[src/rtl/time_counter.sv]
// ---------------------------------------------------------------------------
// time_counter
//   Time-of-day counter (hh:mm:ss). A prescaler divides clk_i down to a
//   one-second tick, which advances seconds, minutes and hours with carries.
//   The time can be loaded from an external adjuster via a single-cycle strobe.
//   All outputs are registered, so no input reaches an output combinationally.
//
// Ports
//   clk_i       system clock, rising-edge active
//   rst_ni      asynchronous active-low reset
//   en_i        run enable (1 = time advances, 0 = time frozen)
//   load_i      load strobe; loads minute_i/hour_i and clears seconds
//   minute_i    minute value to load (values > 59 load as 0)
//   hour_i      hour value to load (values > 23 load as 0)
//   second_o    current seconds 0..59
//   minute_o    current minutes 0..59
//   hour_o      current hours 0..23
//   tick_o      one-cycle pulse after each second increment
//   rollover_o  one-cycle pulse after the wrap 23:59:59 -> 00:00:00
// ---------------------------------------------------------------------------
module time_counter #(
  parameter int unsigned TICK_DIV = 50000000
) (
  input  logic       clk_i,
  input  logic       rst_ni,
  input  logic       en_i,
  input  logic       load_i,
  input  logic [5:0] minute_i,
  input  logic [5:0] hour_i,
  output logic [5:0] second_o,
  output logic [5:0] minute_o,
  output logic [5:0] hour_o,
  output logic       tick_o,
  output logic       rollover_o
);

  localparam int unsigned CNT_W = (TICK_DIV > 1) ? $clog2(TICK_DIV) : 1;
  localparam logic [CNT_W-1:0] PRESCALE_LAST = CNT_W'(TICK_DIV - 1);

  logic [CNT_W-1:0] prescale_q, prescale_d;
  logic [5:0]       second_q, second_d;
  logic [5:0]       minute_q, minute_d;
  logic [5:0]       hour_q, hour_d;
  logic             tick_q, tick_d;
  logic             rollover_q, rollover_d;

  // Next-state logic. A load wins over everything else and throws away a
  // tick that would have happened on the same edge. Otherwise, while
  // enabled, the prescaler counts up and its wrap cascades through the
  // seconds/minutes/hours carry chain in a single edge. The pulse outputs
  // default to 0 so they only ever last one cycle.
  always_comb begin
    prescale_d = prescale_q;
    second_d   = second_q;
    minute_d   = minute_q;
    hour_d     = hour_q;
    tick_d     = 1'b0;
    rollover_d = 1'b0;

    if (load_i) begin
      // Out-of-range load values are forced to 0 field by field.
      minute_d   = (minute_i > 6'd59) ? 6'd0 : minute_i;
      hour_d     = (hour_i > 6'd23) ? 6'd0 : hour_i;
      second_d   = 6'd0;
      prescale_d = '0;
    end else if (en_i) begin
      if (prescale_q == PRESCALE_LAST) begin
        prescale_d = '0;
        tick_d     = 1'b1;
        if (second_q >= 6'd59) begin
          second_d = 6'd0;
          if (minute_q >= 6'd59) begin
            minute_d = 6'd0;
            if (hour_q >= 6'd23) begin
              hour_d     = 6'd0;
              rollover_d = 1'b1;
            end else begin
              hour_d = hour_q + 6'd1;
            end
          end else begin
            minute_d = minute_q + 6'd1;
          end
        end else begin
          second_d = second_q + 6'd1;
        end
      end else begin
        prescale_d = prescale_q + CNT_W'(1);
      end
    end
  end

  // State register. Reset clears the whole time and the pulses at once,
  // without waiting for a clock edge.
  always_ff @(posedge clk_i or negedge rst_ni) begin
    if (!rst_ni) begin
      prescale_q <= '0;
      second_q   <= 6'd0;
      minute_q   <= 6'd0;
      hour_q     <= 6'd0;
      tick_q     <= 1'b0;
      rollover_q <= 1'b0;
    end else begin
      prescale_q <= prescale_d;
      second_q   <= second_d;
      minute_q   <= minute_d;
      hour_q     <= hour_d;
      tick_q     <= tick_d;
      rollover_q <= rollover_d;
    end
  end

  assign second_o   = second_q;
  assign minute_o   = minute_q;
  assign hour_o     = hour_q;
  assign tick_o     = tick_q;
  assign rollover_o = rollover_q;

endmodule
[config.mk]
export PLATFORM = sky130hd
export DESIGN_NAME = time_counter
export DESIGN_NICKNAME = d
export VERILOG_FILES = /design/src/rtl/time_counter.sv
export SDC_FILE = /design/constraint.sdc
export NUM_CORES = 1
export LEC_CHECK = 0
export CAP_MARGIN = 30
export CORE_ASPECT_RATIO = 0.7
export CORE_MARGIN = 1
export CORE_UTILIZATION = 48
export CTS_CLUSTER_SIZE = 25
export DETAILED_ROUTE_END_ITERATION = 6
export PLACE_DENSITY = 0.82
export SKIP_CTS_REPAIR_TIMING = 1
export SYNTH_ARGS = -nofsm -noshare
export SYNTH_HDL_FRONTEND = slang
export SYNTH_SLANG_ARGS = --single-unit
[constraint.sdc]
create_clock -name clk_i -period 2.7 [get_ports clk_i]
set_input_delay 0.81 -clock clk_i [delete_from_list [all_inputs] [get_ports clk_i]]
set_output_delay 0.81 -clock clk_i [all_outputs]
set_load 0.05 [all_outputs]
==> metrics, run 1 <==
outcome=finished, final reports clean; multi-input combinational cell area=1400 µm²; total power density per cell area=453 nW/µm²; CTS tree=yes; net count after synthesis=302; Total Neg Setup Slack=0 ns; peak clock frequency supported by timing=0.404 GHz; RSZ-0062 raised after global routing=false; combinational family with the most area after synthesis=simple AND/OR/NAND/NOR gates; crit path buf inv count=1; number of global-route vias before repair=2,311; Area contributors post-synth=dfrtp_1 44%, xor2_1 4.7%, nor2_1 4.2%; worst min-delay path class=input port to asynchronous set/reset pin; complex-gate fraction of the synthesized area=0.153; total DRC errors in the routed layout=0; adder and majority gate portion of the synthesized area=0.0192; # diodes=0; synthesis-to-layout area growth=24.0%; final instance area=3230 µm²; total setup violations reported at the end of the flow=0; terminus of the critical flop-to-flop path=second_o[5]; placer's final routability congestion estimate=between 0.9 and 1; critical-path maximum fanout=9; worst-path cell chain=clkdlybuf4s50_1; Critical Path AT=1.67 ns; Worst-Margin Slew=0.864 ns; Overall Global Routing Usage=0.248; most frequent cells after synthesis=46 x dfrtp_1, 29 x nor2_1, 23 x nand2_1; depth of the most critical reg-to-reg path=5; synthesized netlist cell count=282; DRT iter0 DRCs=257; clock latency on the worst-skew pair=0.29 ns; die extent in y=63.6 µm; fin nets=352; Max VDD drop=0.292 mV; crit path time final=2.48 ns; syn_area_per_cell=9.23 µm²; wire length of the first global-routing pass=11,400 µm; average vias per placed instance=slightly above 6; Syn Std Cell Area=2600 µm²; post-detailed-placement half-perimeter wirelength=4890 µm; fraction of final layout cells with drive strength greater than 1=0.0934; slowest cell delay on critical path=0.87 ns; TritonCTS buffer count=5; via total after detailed routing=2,466; H-tree Lvls=2; required time at the worst-slack endpoint=approximately 1.9 ns; DP Worst Slack=0.129 ns; largest net degree at the start of global routing=25; setup slack on the worst flop-to-flop path=0.39 ns; wire length per cell after detailed routing=approximately 16 µm; Reg2Reg Launch Point=prescale_q[18]; MaxCap Viol Count=0; most instantiated library cell after synthesis=dfrtp_1; antenna viol nets, final=0; total wirelength of the detailed-routed design=between 6000 and 7000 µm; fraction of the core area covered by cells at the end of the flow=0.617; clock tree sinks=46; leakage component of the power=1.28 nW; category of the worst setup path launch point=register; die span in x=90.0 µm; footprint of the flip-flops and latches=1150 µm²; clock root buffer=clkbuf_8; Seq cells post-synth=46; distinct cell type count of the synthesized netlist=54; IO buf count=35; top-level I/O count=36; core region area=about 5200 µm²; Crit-path slowest cell=clkdlybuf4s50_1; clock tree buffer depth=2; Worst path top cell family by delay=buffers and inverters; number of endpoints with negative hold slack in the final report=0; Max Transition Viols Final=0; area share of the leading cell type in the synthesized netlist=0.442; simple-gate area share of the yosys netlist=0.284; Period Utilization, post-route=0.917; max-slew headroom at the worst pin=0.419; final worst-path setup slack=0.224 ns; Post-synth EDFFs=0; share of synthesized flip-flops with an asynchronous set or reset=1.00; commonest register cell after synthesis=dfrtp_1; global-route congestion overflow total=0; CP Capture Type=primary output; share of the yosys chip area belonging to registers=0.442; area post-placement=3150 µm²; multiplexer area fraction after synthesis=0.0168; Layout fillers=approximately 440; library cell occupying the most area in the post-synthesis netlist=dfrtp_1; detailed-router iteration count before antenna repair=5; clock-pin slew of the registers on the worst-case setup and hold paths=about 0.080 ns; number of standard-cell rows in the floorplan=22; category of the most critical setup path=register to primary output; number of synthesis warnings=0; initial antenna violation count=0; Synth Area in XOR/XNOR=0.0639; Setup Skew=between 0.004 and 0.005 ns; starting density of the core=0.498; die footprint=5730 µm²
-- metrics by stage --
stage / total power, mW / hold slack (ns) / std cells
final: 1.46 / 0.493 / 404
after global routing: 1.53 / 0.528 / 404
after CTS: 1.47 / 0.509 / 404
after detailed placement: 1.08 / 0.502 / 397
after global placement: 1.07 / 0.490 / 397
after floorplan: 0.939 / 0.465 / 282
-- layout by cell type (no fill, tap or decap), types with 2 or more instances in the layout --
cell type        Yosys  layout
a32o_1               2       2
ha_1                 4       4
xnor2_1              5       5
nand2_1             23      23
o2111ai_1            2       2
a41oi_1              3       3
nand3_1             19      19
and2_1               8       8
nand4_1             14      14
clkbuf_8             0       5
a31oi_1              6       6
and3_1               6       6
clkbuf_1             3       2
nor2_1              29      29
mux2_2               3       3
nor3_1               9       9
nor3b_1              2       2
xor2_1              14      14
buf_12               0       3
nand2b_1             2       2
o21ai_0             11      11
buf_4                1      12
nand4b_1             2       2
clkdlybuf4s50_1      0      34
a311oi_1             2       2
nor4_1               6       6
and4_1               4       4
dfrtp_1             46      46
inv_1                5       5
or3_1                4       4
a21oi_1             20      20
-- how the worst max path moves through the flow --
stage / start / endpoint / slack [ns] / cells after the start
floorplan: second_o[0] / minute_o[3] / 0.64 / 6
global placement: en_i / second_o[3] / 0.17 / 7
detailed placement: en_i / second_o[5] / 0.13 / 7
CTS: minute_o[2] / minute_o[2] / 0.22 / 1
global route: minute_o[2] / minute_o[2] / 0.14 / 1
finish: minute_o[2] / minute_o[2] / 0.22 / 1
-- cells by family (layout without fill, tap and decap cells) --
family,count (synthesis),in the layout
adder cells (fa/ha/maj),4,4
XOR/XNOR,19,19
buffers and inverters,12,62
AO/OA/AOI/OAI,60,60
multiplexers,4,4
AND/OR/NAND/NOR,137,137
flip-flops,46,46
-- power by group --
part           switching [mW]  internal [mW]  total (mW)
sequential             0.0454          0.715       0.761
combinational           0.183          0.122       0.305
clock                   0.218          0.179       0.397
-- metal layers --
| metal | GRT usage | vias to the layer above | wire length [µm] |
|---|---|---|---|
| met3 | 0.0592 | 9 | 487 |
| met1 | 0.379 | 1193 | 3240 |
| met2 | 0.345 | 105 | 2740 |
| met4 | 0.0645 | 0 | 61 |
| li1 | - | 1159 | - |
| met5 | 0 | - | 0 |
-- cell type report --
class	count	share of cell area
multi-input cells	224	0.433
flip-flops and latches	46	0.357
repair buffers	50	0.153
well taps	72	0.0279
clock buffers	7	0.0236
inverters	5	0.00581
-- registers in the layout (all words and copies together), names as in the netlist --
register    flops
prescale_q     26
tick_o          1
hour_o          6
rollover_o      1
second_o        6
minute_o        6
Note: power is estimated with default switching activity, not from simulation.
==> run 2, diff against run 1 <==
==> constraint.sdc (replaced) <==
create_clock -name clk_i -period 2.7 [get_ports clk_i]
set_input_delay 0.27 -clock clk_i [delete_from_list [all_inputs] [get_ports clk_i]]
set_output_delay 0.27 -clock clk_i [all_outputs]
set_load 0.05 [all_outputs]
==> run 2 against run 1 <==
Register-to-register slack improved by 0.02 ns. Clock power rose by 24%. Critical path depth up 4.
==> metrics, run 2 (same netlist as run 1, synthesis figures left out) <==
outcome=finished, final reports clean; starting density of the core=0.498; initial antenna violation count=0; fin nets=345; Max Transition Viols Final=0; clock-pin slew of the registers on the worst-case setup and hold paths=0.08 ns; global-route congestion overflow total=0; crit path buf inv count=0; Crit-path slowest cell=or4_4; clock tree buffer depth=2; proportion of power drawn by flip-flops and latches=0.492; fraction of the core area covered by cells at the end of the flow=0.609; slowest cell delay on critical path=0.56 ns; H-tree Lvls=2; worst-path cell chain=or4_4, nor3_1, and2_1, a21oi_2, mux2_2; # diodes=0; total power density per cell area=between 400 and 500 nW/µm²; category of the worst setup path launch point=register; die footprint=5730 µm²; Total Neg Setup Slack=0 ns; top-level I/O count=36; number of endpoints with negative hold slack in the final report=0; required time at the worst-slack endpoint=2.89 ns; via total after detailed routing=2,400; largest net degree at the start of global routing=26; antenna viol nets, final=0; synthesis-to-layout area growth=22.5%; share of power burned in the clock network=0.319; peak clock frequency supported by timing=about 0.44 GHz; MaxCap Viol Count=0; CTS tree=yes; total wirelength of the detailed-routed design=6420 µm; post-detailed-placement half-perimeter wirelength=4740 µm; total DRC errors in the routed layout=0; max reg flops=26; most common library cell in the layout ignoring fill and taps=dfrtp_1; Period Utilization, post-route=0.847; critical-path maximum fanout=8; Setup Skew=0.00394 ns; DRT iter0 DRCs=176; average vias per placed instance=between 6 and 7; RSZ-0062 raised after global routing=false; CP Capture Type=register; clock tree sinks=46; Max VDD drop=approximately 0.26 mV; number of global-route vias before repair=around 2,300; Worst-Margin Slew=0.835 ns; detailed-router iteration count before antenna repair=4; clock root buffer=clkbuf_8; number of standard-cell rows in the floorplan=22; die span in x=about 90 µm; Critical Path AT=2.48 ns; depth of the most critical reg-to-reg path=5; IO buf count=35; die extent in y=63.6 µm; most used cells in the layout excluding fill and tap cells=46 x dfrtp_1, 34 x clkdlybuf4s50_1, 29 x nor2_1; power dissipated by switching net loads=0.454 mW; cell total after placement=389; leakage component of the power=roughly 1.3 nW; fraction of power spent switching nets=0.294; core region area=5230 µm²; internal power=1.09 mW; total setup violations reported at the end of the flow=0; register with the most flip-flops=prescale_q; wire length of the first global-routing pass=11,000 µm; crit path time final=approximately 2.3 ns; Reg2Reg Launch Point=prescale_q[18]; worst min-delay path class=input port to asynchronous set/reset pin; setup slack on the worst flop-to-flop path=approximately 0.41 ns; Logic pwr share=0.189; TritonCTS buffer count=5; Overall Global Routing Usage=0.242; category of the most critical setup path=register to register; max-slew headroom at the worst pin=0.439; terminus of the critical flop-to-flop path=hour_o[0]; wire length per cell after detailed routing=16.1 µm; fraction of final layout cells with drive strength greater than 1=0.0798; placer's final routability congestion estimate=0.889; clock latency on the worst-skew pair=0.30 ns; number of standard cells in the final layout excluding fillers=398; Worst path top cell family by delay=simple AND/OR/NAND/NOR gates
==> run 2: final cells by class <==
type | count | area (µm²)
fill | 451 | 2040
tap | 72 | 90.1
clock buffer | 8 | 110
inverter | 5 | 18.8
timing repair buffer | 43 | 420
multi-input combinational | 224 | 1400
sequential | 46 | 1150
==> run 2: metal layers <==
| layer | vias up | GRT usage | wire length [µm] |
|---|---|---|---|
| li1 | 1146 | - | - |
| met5 | - | 0 | 0 |
| met1 | 1171 | 0.367 | 3250 |
| met3 | 10 | 0.0411 | 366 |
| met2 | 73 | 0.349 | 2730 |
| met4 | 0 | 0.0766 | 67 |
==> run 2: how the worst max path moves through the flow <==
stage,slack (ns),cells past startpoint,from,end
floorplan,0.64,6,second_o[0],minute_o[3]
global placement,0.47,6,en_i,hour_o[1]
detailed placement,0.38,6,en_i,hour_o[0]
CTS,0.42,5,prescale_q[18],minute_o[3]
global route,0.18,6,prescale_q[0],second_o[5]
finish,0.41,5,prescale_q[18],hour_o[0]
==> run 2: stage by stage <==
step	power (mW)	worst slack [ns]	hold slack, ns	cell area, µm²
2_1_floorplan	0.939	0.643	-0.0256	2600
3_3_place_gp	1.05	0.470	0.491	3050
3_5_place_dp	1.06	0.377	0.276	3070
4_1_cts	1.55	0.424	-0.0555	3180
5_1_grt	1.60	0.177	0.526	3190
6_report	1.54	0.412	0.468	3190
==> run 2: power groups by stage <==
stage          Clock [mW]  Combinational (mW)  Sequential (mW)
2_1_floorplan           0              0.0894            0.849
3_3_place_gp            0               0.282            0.770
3_5_place_dp            0               0.289            0.772
4_1_cts             0.497               0.291            0.758
5_1_grt             0.527               0.313            0.765
6_report            0.492               0.292            0.759
